<file path="src/rtl/mul_div_sequencer.sv">
// Iterative MULT/MULTU/DIV/DIVU unit owning HI/LO; one radix-2 step per cycle.
// Latency: start in cycle 0 -> done in cycle WIDTH+2 (divide-by-zero: cycle 1).
// Backpressure: asserts freeze to hold IF/ID/EXE while in flight; start ignored while busy.
module mul_div_sequencer #(
    parameter int WIDTH = 32
) (
    input  logic             clk,
    input  logic             rst_n,
    input  logic             start,
    input  logic [1:0]       op,
    input  logic [WIDTH-1:0] src_a,
    input  logic [WIDTH-1:0] src_b,
    input  logic             flush,
    output logic             busy,
    output logic             freeze,
    output logic             done,
    output logic             div_by_zero,
    output logic [WIDTH-1:0] hi,
    output logic [WIDTH-1:0] lo
);

    localparam int CW = $clog2(WIDTH) + 1;
    localparam logic [CW-1:0] LAST_STEP = CW'(WIDTH - 1);

    localparam logic [1:0] S_IDLE = 2'd0;
    localparam logic [1:0] S_CALC = 2'd1;
    localparam logic [1:0] S_FIX  = 2'd2;
    localparam logic [1:0] S_DONE = 2'd3;

    logic [1:0]         state;
    logic [CW-1:0]      cnt;
    logic               is_div;
    logic               sign_a;
    logic               sign_b;
    logic               dbz_r;
    logic [WIDTH-1:0]   mcand;
    logic [2*WIDTH-1:0] acc;
    logic [WIDTH:0]     rem;
    logic [WIDTH-1:0]   hi_r;
    logic [WIDTH-1:0]   lo_r;

    // Operand conditioning: op[0] == 0 selects the signed variants.
    logic             op_signed;
    logic             a_neg;
    logic             b_neg;
    logic [WIDTH-1:0] abs_a;
    logic [WIDTH-1:0] abs_b;

    assign op_signed = ~op[0];
    assign a_neg     = op_signed & src_a[WIDTH-1];
    assign b_neg     = op_signed & src_b[WIDTH-1];
    assign abs_a     = a_neg ? -src_a : src_a;
    assign abs_b     = b_neg ? -src_b : src_b;

    // Shift-add: acc holds {partial product, remaining multiplier bits}.
    logic [WIDTH:0]     mul_sum;
    logic [2*WIDTH-1:0] mul_next;

    assign mul_sum  = {1'b0, acc[2*WIDTH-1:WIDTH]} + (acc[0] ? {1'b0, mcand} : {(WIDTH+1){1'b0}});
    assign mul_next = {mul_sum, acc[WIDTH-1:1]};

    // Restoring divide: acc[WIDTH-1:0] shifts dividend bits out and quotient bits in.
    logic [WIDTH:0]   rem_sh;
    logic [WIDTH+1:0] trial;
    logic             trial_ok;
    logic [WIDTH:0]   rem_next;
    logic [WIDTH-1:0] quo_next;

    assign rem_sh   = {rem[WIDTH-1:0], acc[WIDTH-1]};
    assign trial    = {1'b0, rem_sh} - {2'b00, mcand};
    assign trial_ok = ~trial[WIDTH+1];
    assign rem_next = trial_ok ? trial[WIDTH:0] : rem_sh;
    assign quo_next = {acc[WIDTH-2:0], trial_ok};

    logic [2*WIDTH-1:0] prod_fix;
    logic [WIDTH-1:0]   quo_fix;
    logic [WIDTH-1:0]   rem_fix;

    assign prod_fix = (sign_a ^ sign_b) ? -acc : acc;
    assign quo_fix  = (sign_a ^ sign_b) ? -acc[WIDTH-1:0] : acc[WIDTH-1:0];
    assign rem_fix  = sign_a ? -rem[WIDTH-1:0] : rem[WIDTH-1:0];

    always_ff @(posedge clk) begin
        if (!rst_n) begin
            state  <= S_IDLE;
            cnt    <= '0;
            is_div <= 1'b0;
            sign_a <= 1'b0;
            sign_b <= 1'b0;
            dbz_r  <= 1'b0;
            mcand  <= '0;
            acc    <= '0;
            rem    <= '0;
            hi_r   <= '0;
            lo_r   <= '0;
        end else begin
            case (state)
                S_IDLE: begin
                    if (start && !flush) begin
                        is_div <= op[1];
                        sign_a <= a_neg;
                        sign_b <= b_neg;
                        cnt    <= '0;
                        rem    <= '0;
                        if (op[1] && (src_b == '0)) begin
                            hi_r  <= src_a;
                            lo_r  <= '1;
                            dbz_r <= 1'b1;
                            state <= S_DONE;
                        end else begin
                            mcand <= op[1] ? abs_b : abs_a;
                            acc   <= {{WIDTH{1'b0}}, (op[1] ? abs_a : abs_b)};
                            state <= S_CALC;
                        end
                    end
                end
                S_CALC: begin
                    if (flush) begin
                        state <= S_IDLE;
                    end else begin
                        if (is_div) begin
                            rem <= rem_next;
                            acc <= {{WIDTH{1'b0}}, quo_next};
                        end else begin
                            acc <= mul_next;
                        end
                        cnt <= cnt + CW'(1);
                        if (cnt == LAST_STEP) begin
                            state <= S_FIX;
                        end
                    end
                end
                S_FIX: begin
                    if (flush) begin
                        state <= S_IDLE;
                    end else begin
                        if (is_div) begin
                            hi_r <= rem_fix;
                            lo_r <= quo_fix;
                        end else begin
                            hi_r <= prod_fix[2*WIDTH-1:WIDTH];
                            lo_r <= prod_fix[WIDTH-1:0];
                        end
                        state <= S_DONE;
                    end
                end
                default: begin
                    // Result is already committed, so flush has nothing to undo here.
                    dbz_r <= 1'b0;
                    state <= S_IDLE;
                end
            endcase
        end
    end

    assign busy        = (state != S_IDLE);
    assign freeze      = ((state == S_IDLE) & start & ~flush) | (state == S_CALC) | (state == S_FIX);
    assign done        = (state == S_DONE);
    assign div_by_zero = (state == S_DONE) & dbz_r;
    assign hi          = hi_r;
    assign lo          = lo_r;

endmodule

</file>
<file path="config.mk">
export PLATFORM = sky130hd
export DESIGN_NAME = mul_div_sequencer
export DESIGN_NICKNAME = d
export VERILOG_FILES = /design/src/rtl/mul_div_sequencer.sv
export SDC_FILE = /design/constraint.sdc
export NUM_CORES = 1
export LEC_CHECK = 0
export BUFFER_PORTS_ARGS = -buffer_cell sky130_fd_sc_hd__buf_2
export CAP_MARGIN = 20
export CELL_PAD_IN_SITES_DETAIL_PLACEMENT = 0
export CELL_PAD_IN_SITES_GLOBAL_PLACEMENT = 1
export CORE_MARGIN = 2
export CORE_UTILIZATION = 30
export CTS_CLUSTER_SIZE = 14
export DETAILED_ROUTE_END_ITERATION = 6
export GPL_TIMING_DRIVEN = 0
export PLACE_DENSITY_LB_ADDON = 0.1
export SLEW_MARGIN = 20
export SYNTH_ARGS = -nofsm -noshare
export SYNTH_HDL_FRONTEND = slang
export SYNTH_SLANG_ARGS = --single-unit
</file>
<file path="constraint.sdc">
create_clock -name clk -period 5.08 [get_ports clk]
set_clock_uncertainty 0.15 [all_clocks]
set_input_delay 0 -clock clk [delete_from_list [all_inputs] [get_ports clk]]
set_output_delay 0 -clock clk [all_outputs]
set_load 0.03 [all_outputs]
</file>
==> results of run 1 <==
-- state kept, by name, summed over array words and instances, names as in the netlist --
signal / cells
acc: 64
hi: 32
lo: 32
mcand: 32
rem: 32
cnt: 6
state: 2
dbz_r: 1
is_div: 1
sign_a: 1
sign_b: 1
-- where the power goes --
part | switching [mW] | internal [mW] | total, mW
logic | 1.16 | 0.525 | 1.69
clock network | 0.814 | 1.29 | 2.11
registers | 0.0824 | 1.67 | 1.75
-- layout make-up --
type | instances | area [um2]
multi-input cells | 1720 | 11150
repair buffers | 214 | 1466
clock buffers | 34 | 752.0
diodes | 3 | 7.507
flip-flops and latches | 204 | 4084
fillers | 5662 | 33380
inverters | 72 | 274.0
plain buffers | 147 | 585.6
well taps | 688 | 860.8
clock inverters | 12 | 201.4
-- Yosys cell counts, types with 13 or more instances --
cell,n
a211oi_1,21
a21o_1,23
a21oi_1,191
a22o_1,16
a311oi_1,35
a31oi_1,44
and3_1,13
and4_1,16
clkbuf_1,124
dfxtp_1,204
ha_1,73
inv_1,70
mux2_2,13
mux2i_1,39
nand2_1,195
nand2b_1,20
nand3_1,55
nand4_1,13
nor2_1,209
nor2b_1,17
nor3_1,31
nor4_1,24
o211ai_1,37
o21a_1,15
o21ai_0,178
o311ai_0,13
o31ai_1,42
o41ai_1,20
or3_1,17
or4_1,17
xnor2_1,92
xor2_1,107
-- critical path, stage by stage, from the launching register on --
cell and delay, ns:
dfxtp_1 0.29, clkbuf_1 0.28, clkinvlp_4 0.44, ha_1 0.30, or4b_2 0.76, or3_1 0.41, clkbuf_1 0.21, nor4_1 0.66
a31oi_1 0.20, xor2_1 0.18, o21ai_0 0.20, o21ai_0 0.10, dlygate4sd3_1 0.55
-- kinds of logic (layout without fill, tap and decap cells) --
logic type | count (synthesis) | in the layout
AO/OA/AOI/OAI | 719 | 719
AND/OR/NAND/NOR | 674 | 674
XOR/XNOR | 199 | 199
flip-flops | 204 | 204
buffers and inverters | 220 | 479
other | 0 | 3
multiplexers | 53 | 53
adder cells (fa/ha/maj) | 75 | 75
-- stage by stage --
stage	setup slack, ns	TNS (ns)	cell area, um2
final	0.2422	0	19380
after global routing	0.01723	0	19380
after CTS	0.05614	0	19360
after detailed placement	-0.3933	-0.6521	17610
after global placement	-0.3232	-0.6188	17590
after floorplan	1.510	0	16050
-- routing by layer --
| layer | vias up | share of wire | global-route usage | wire (um) |
|---|---|---|---|---|
| li1 | 8346 | - | - | - |
| met1 | 8934 | 0.46 | 0.4037 | 36910 |
| met2 | 799 | 0.44 | 0.4373 | 34990 |
| met3 | 92 | 0.071 | 0.02462 | 5631 |
| met4 | 0 | 0.024 | 0.06234 | 1875 |
| met5 | - | 0 | 0 | 0 |
-- path summary, 6_finish.rpt --
check / from / endpoint / depth (start not counted)
setup reg to reg: acc[0] / hi[8] / 12
hold / removal: src_b[2] / mcand[2] / 5
setup / recovery: acc[0] / hi[8] / 12
hold reg to reg: mcand[11] / mcand[11] / 2
-- repair_timing --
action,in CTS,in global routing
endpoints found under the hold margin,96,0
gates resized for setup,1,2
setup endpoints to repair,3,9
pin swaps,0,0
hold buffers,79,0
==> reports/qor.yml, run 1 <==
hpwlAfterDp_mm: 63.67
netlist_area_um2: 16050
cts_buffer_depth: 3
yosys.area.top_type_share: 0.2544
drcViolationCount: 0
synth_compound_area_frac: 0.2883
pin_count: 138
fin_nets: 2531
synth_edf_count: 0
fp-row-count: 84
wl_per_cell_um: 25.66
finalNonFillerCells: 3094
ff2ff_setup_slack_ns: 0.24
cts_buffers: 27
start_util: 0.3042
track_usage: 0.2761
yosys_register_bits: 204
whs_ns: 0.05062
yosys.cell_types.count: 81
wl_mm: 79.41
synth-seq-area-share: 0.2544
via_per_inst: 5.873
setup_viol: 0
cp.required_ns: 5.40
ys_top_cells_by_area: "dfxtp_1 (25%), a21oi_1 (6.0%), xor2_1 (5.8%)"
dp.cells: 2967
die_x_um: 235.3
status: "completed"
worst_slew_pin_slew_ns: 1.127
syn_avg_cell_area_um2: 7.486
cp-start-kind: "flop"
drtPass1Iterations: 6
yosysWarnings: 0
final_cell_mix: "nor2_1 (209), dfxtp_1 (204), nand2_1 (195), a21oi_1 (191), o21ai_0 (178)"
slew_violations: 0
clk_pin_slew_ns: 0.06
clk_latency_ns: 0.58
max_freq_mhz: 206.7
rsz0062_at_grt: "false"
ys.flop_type: "dfxtp_1"
hold_class: "input port to flop"
arrival_ns: 5.15
maxCapViolations: 0
die-area_um2: 55370
final_common_cell: "nor2_1"
final.min_clock_period_ns: 4.838
synth_fp_nets: 2289
cts-root-buf: "clkbuf_16"
synthAdderAreaFrac: 0.05940
grt_start_max_net_pins: 15
grt_pass1_vias: 16713
design.core.area_um2: 52760
synthMuxAreaShare: 0.03414
antenna_found_initial: 6
hold_violations: 0
critPathKind: "flop to flop"
power_density_nw_per_um2: 285.9
p_leak_nw: 7.700
grt.overflow.total: 0
synth_top_family_by_area: "compound AO/OA/AOI/OAI gates"
crit_path_end_kind: "flop"
synthSimpleGateAreaFrac: 0.2016
synthXorXnorAreaFrac: 0.1086
drt_iter0_drc: 2146
grt_pass1_wl_mm: 115.2
htree_levels: 1
drive_gt1_frac: 0.1057
clock-sinks: 204
async_flop_share: 0
area_delta_synth_final_pct: 20.77
p_total_mw: 5.542
cts_tree: "built"
final_util: 0.3674
syn_inst: 2144
relSlewSlack: 0.2434
post-route-period-util: 0.9523
place_congestion: 0.9968
critPathMaxFanout: 14
synth.largest_area_cell: "dfxtp_1"
numPortBuffers: 135
vias: 18171
cts_setup_buffers: 0
ir_drop_mv: 0.2298
ant_nets: 0
die_h_um: 235.3
No activity file was read; power rests on OpenSTA's default activity.
==> inputs of run 2 (changes only) <==
--- a/config.mk
+++ b/config.mk
@@ -5,7 +5,6 @@
 export SDC_FILE = /design/constraint.sdc
 export NUM_CORES = 1
 export LEC_CHECK = 0
-export BUFFER_PORTS_ARGS = -buffer_cell sky130_fd_sc_hd__buf_2
 export CAP_MARGIN = 20
 export CELL_PAD_IN_SITES_DETAIL_PLACEMENT = 0
 export CELL_PAD_IN_SITES_GLOBAL_PLACEMENT = 1
@@ -13,6 +12,7 @@
 export CORE_UTILIZATION = 30
 export CTS_CLUSTER_SIZE = 14
 export DETAILED_ROUTE_END_ITERATION = 6
+export DONT_BUFFER_PORTS = 1
 export GPL_TIMING_DRIVEN = 0
 export PLACE_DENSITY_LB_ADDON = 0.1
 export SLEW_MARGIN = 20
==> reports/qor.yml, run 2 (same netlist as run 1, synthesis figures left out) <==
cts-root-buf: "clkbuf_16"
register_area_um2: 4084
largest_register_ffs: 64
cts_buffers: 26
arrival_ns: 5.22
setup_viol: 0
p_leak_nw: 7.094
area_delta_synth_final_pct: 17.00
grt_start_max_net_pins: 13
grt_pass1_wl_mm: 117.5
p_clk_frac: 0.357
p_sw_frac: 0.3836
ir_drop_mv: 0.2224
antenna_found_initial: 7
die_x_um: 235.3
clock-sinks: 204
design.core.area_um2: 52760
drcViolationCount: 0
track_usage: 0.2834
wl_per_cell_um: 27.31
power_frac_seq: 0.330
start_util: 0.3042
status: "completed"
wl_mm: 81.40
grt.overflow.total: 0
relSlewSlack: 0.1841
fp-row-count: 84
drtPass1Iterations: 5
regMostFlops: "acc"
drive_gt1_frac: 0.05068
worst_slew_pin_slew_ns: 1.220
rsz0062_at_grt: "false"
fin_nets: 2414
fillers: 5742
via_per_inst: 5.927
hpwlAfterDp_mm: 64.15
p_int_mw: 3.284
cp.required_ns: 5.38
finalNonFillerCells: 2981
max_freq_mhz: 203.0
final_common_cell: "nor2_1"
power_density_nw_per_um2: 283.7
drt_iter0_drc: 1916
final.min_clock_period_ns: 4.925
comb_power_share: 0.313
cp-start-kind: "flop"
ant_nets: 0
clk_pin_slew_ns: 0.06
tns_ns: 0
numPortBuffers: 0
critPathMaxFanout: 10
dp.cells: 2832
critPathKind: "flop to flop"
htree_levels: 1
cts_tree: "built"
die-area_um2: 55370
hold_violations: 0
cts_setup_buffers: 0
hold_class: "input port to flop"
die_h_um: 235.3
grt_pass1_vias: 16726
post-route-period-util: 0.9695
multiInputGateArea_um2: 11150
pin_count: 138
crit_path_end_kind: "flop"
slew_violations: 0
maxCapViolations: 0
cts_buffer_depth: 3
vias: 17669
place_congestion: 0.9583
clk_latency_ns: 0.56
p_sw_mw: 2.044
final_cell_mix: "nor2_1 (209), dfxtp_1 (204), nand2_1 (195), a21oi_1 (191), o21ai_0 (178)"
[run 2: repair_timing]
action / CTS / global route
hold buffers: 97 / 0
gates cloned: 0 / 0
resized for setup: 2 / 2
setup endpoints to repair: 8 / 2
endpoints found under the hold margin: 105 / 0
[run 2: final cells by class]
| type | instances | area share |
|---|---|---|
| multi-input combinational | 1720 | 0.5935 |
| sequential | 204 | 0.2175 |
| timing repair buffer | 97 | 0.05170 |
| tap | 688 | 0.04584 |
| clock buffer | 39 | 0.04104 |
| buffer | 148 | 0.03151 |
| inverter | 72 | 0.01439 |
| clock inverter | 9 | 0.003998 |
| antenna | 4 | 0.0005330 |
[run 2: worst paths after layout]
path / start / slack, ns / to / cells after the start
hold reg to reg: mcand[10] / 0.30 / mcand[10] / 2
setup reg to reg: acc[0] / 0.16 / hi[4] / 13
hold / removal: src_a[2] / 0.01 / acc[6] / 5
setup / recovery: acc[0] / 0.16 / hi[4] / 13
[run 2: power by group through the flow]
stage	sequential [mW]	combinational [mW]	clock, mW
finish	1.76	1.67	1.90
global route	1.76	1.77	1.98
CTS	1.75	1.62	1.93
detailed placement	1.79	1.51	0
global placement	1.79	1.52	0
floorplan	1.75	0.981	0
[run 2: worst max-delay path, stage by stage (launching register included)]
cell           delay, ns
dfxtp_1             0.30
clkbuf_1            0.31
inv_2               0.30
clkbuf_2            0.42
ha_1                0.27
or4b_2              0.73
or3_1               0.40
clkbuf_1            0.21
nor4_4              0.35
a31oi_1             0.17
xor2_1              0.18
o21ai_0             0.29
o21ai_0             0.13
dlygate4sd3_1       0.58
[run 2: stage by stage]
stage          hold slack, ns  area, um2  utilization  power, mW  worst slack [ns]
2_1_floorplan         0.01744      16050            -      2.733             1.510
3_3_place_gp          0.02777      16910       0.3205      3.303           -0.3914
3_5_place_dp          0.02981      16920       0.3206      3.300           -0.3772
4_1_cts              0.002523      18740       0.3552      5.298           0.06294
5_1_grt               0.07170      18780       0.3559      5.519           0.04257
6_report              0.01294      18780       0.3559      5.328            0.1551
[run 2: metal layers]
metal  part of all wire  up-vias  track usage
met5            0.00057        -            0
met4              0.025        6      0.06987
met3              0.084      109      0.05570
met2               0.44      757       0.4443
met1               0.45     8686       0.3974
li1                   -     8111            -
==> inputs of run 3 (changes only) <==
--- a/config.mk
+++ b/config.mk
@@ -15,6 +15,7 @@
 export DONT_BUFFER_PORTS = 1
 export GPL_TIMING_DRIVEN = 0
 export PLACE_DENSITY_LB_ADDON = 0.1
+export REMOVE_ABC_BUFFERS = 1
 export SLEW_MARGIN = 20
 export SYNTH_ARGS = -nofsm -noshare
 export SYNTH_HDL_FRONTEND = slang
==> constraint.sdc (replaced) <==
create_clock -name clk -period 5.08 [get_ports clk]
set_clock_uncertainty 0.15 [all_clocks]
set_input_delay 0.254 -clock clk [delete_from_list [all_inputs] [get_ports clk]]
set_output_delay 0.254 -clock clk [all_outputs]
set_load 0.03 [all_outputs]
==> reports/qor.yml, run 3 (same netlist as run 1, synthesis figures left out) <==
arrival_ns: 5.00
rr_startpoint: "acc[0]"
clk_pin_slew_ns: 0.06
cp.required_ns: 5.43
crit_path_end_kind: "flop"
final_cell_mix: "nor2_1 (207), dfxtp_1 (202), nand2_1 (194), a21oi_1 (190), o21ai_0 (178)"
clock-sinks: 204
numPortBuffers: 0
critPathMaxFanout: 9
n_antenna_cell: 0
cts-root-buf: "clkbuf_16"
crit_cells: 11
rsz0062_at_grt: "false"
vias: 15860
final_common_cell: "nor2_1"
drive_gt1_frac: 0.06474
worst-path-buf-inv: 1
hold_violations: 0
via_per_inst: 5.594
design.core.area_um2: 52760
crit_start: "acc[0]"
antenna_found_initial: 0
dp.cells: 2704
cp-start-kind: "flop"
die_x_um: 235.3
hold_class: "input port to flop"
cts_buffers: 26
r2r-end: "hi[6]"
track_usage: 0.2258
ir_drop_mv: 0.1950
htree_levels: 1
die_h_um: 235.3
cts_tree: "built"
wl_per_cell_um: 22.62
area_delta_synth_final_pct: 15.56
post-route-period-util: 0.9156
largest_register_ffs: 64
rr_worst_depth: 11
slowest_delay_ns: 0.75
cpMaxStageDelayCell: "or4b_2"
place_congestion: 0.8554
setup_viol: 0
p_leak_nw: 7.000
start_util: 0.3042
die-area_um2: 55370
cts_buffer_depth: 3
maxCapViolations: 0
fin_nets: 2272
regMostFlops: "acc"
fp-row-count: 84
fillers: 5597
relSlewSlack: 0.2568
slew_violations: 0
drt_iter0_drc: 1104
path_cells: "inv_2, ha_1, or4b_2, or3_1, nor2_1, nand2_1, o41ai_1, xor2_1, o21ai_0, mux2i_1, a21oi_1"
grt.overflow.total: 0
finalNonFillerCells: 2835
pin_count: 138
clk_latency_ns: 0.56
ant_nets: 0
drtPass1Iterations: 6
post_cts_resized: 0
worst_slew_pin_slew_ns: 1.105
post_dp_cell_area_um2: 16830
power_density_nw_per_um2: 276.8
final_area_um2: 18550
status: "completed"
critPathKind: "flop to flop"
cp_top_family: "simple AND/OR/NAND/NOR gates"
hpwlAfterDp_mm: 47.03
final.min_clock_period_ns: 4.651
crit_end: "hi[6]"
max_freq_mhz: 215.0
grt_pass1_vias: 15310
grt_start_max_net_pins: 83
grt_pass1_wl_mm: 97.71
wl_mm: 64.14
drcViolationCount: 0
ff2ff_setup_slack_ns: 0.43
==> run 3: cell count changes in the layout (fill, tap and decap cells not counted), sizes merged <==
cell	delta
buf	-1
clkbuf	-125
clkinv	+2
clkinvlp	-2
diode	-4
dlygate4sd3	-16
==> run 3: power breakdown <==
group,switching (mW),internal [mW],total [mW]
sequential,0.118,1.67,1.78
clock,0.787,1.11,1.89
combinational,0.925,0.530,1.45
total,1.83,3.30,5.13
==> run 3: how the worst min path moves through the flow <==
stage / from / to / slack [ns] / cells past startpoint
6_report: rst_n / hi[20] / 0.04 / 2
5_1_grt: rst_n / hi[23] / 0.03 / 2
4_1_cts: src_b[2] / mcand[2] / 0.02 / 4
3_5_place_dp: rst_n / acc[28] / 0.26 / 2
3_3_place_gp: rst_n / acc[27] / 0.26 / 2
2_1_floorplan: rst_n / mcand[2] / 0.23 / 1
==> run 3: cell type report <==
class                      instances  area (um2)  area share
timing repair buffer             103        1239     0.06678
clock inverter                     9       73.82    0.003980
sequential                       204        4089      0.2205
clock buffer                      39       780.7     0.04209
multi-input combinational       1720       11230      0.6054
inverter                          72       275.3     0.01484
tap                              688       860.8     0.04641
==> run 3: per-layer routing <==
metal | track usage | up-vias | routed length (um)
met3 | 0.02416 | 91 | 2965
met2 | 0.3628 | 373 | 28730
li1 | - | 7830 | -
met4 | 0.07817 | 0 | 2099
met1 | 0.3136 | 7566 | 30340
met5 | 0 | - | 0
==> run 3: timing repair <==
item,4_1_cts,5_1_grt
hold endpoints to repair,114,0
hold buffers,83,0
setup buffers,0,0
==> run 3: metrics by stage <==
| stage | hold WS, ns | power (mW) | util | setup WS [ns] | TNS, ns |
|---|---|---|---|---|---|
| after floorplan | 0.2257 | 2.683 | - | -1.323 | -60.22 |
| after global placement | 0.2589 | 3.123 | 0.3094 | -5.463 | -352.44 |
| final | 0.03536 | 5.134 | 0.3515 | 0.4287 | 0 |
| after CTS | 0.02168 | 5.178 | 0.3515 | 0.5269 | 0 |
| after detailed placement | 0.2630 | 3.164 | 0.3190 | 0.5077 | 0 |
| after global routing | 0.03239 | 5.392 | 0.3515 | 0.3654 | 0 |
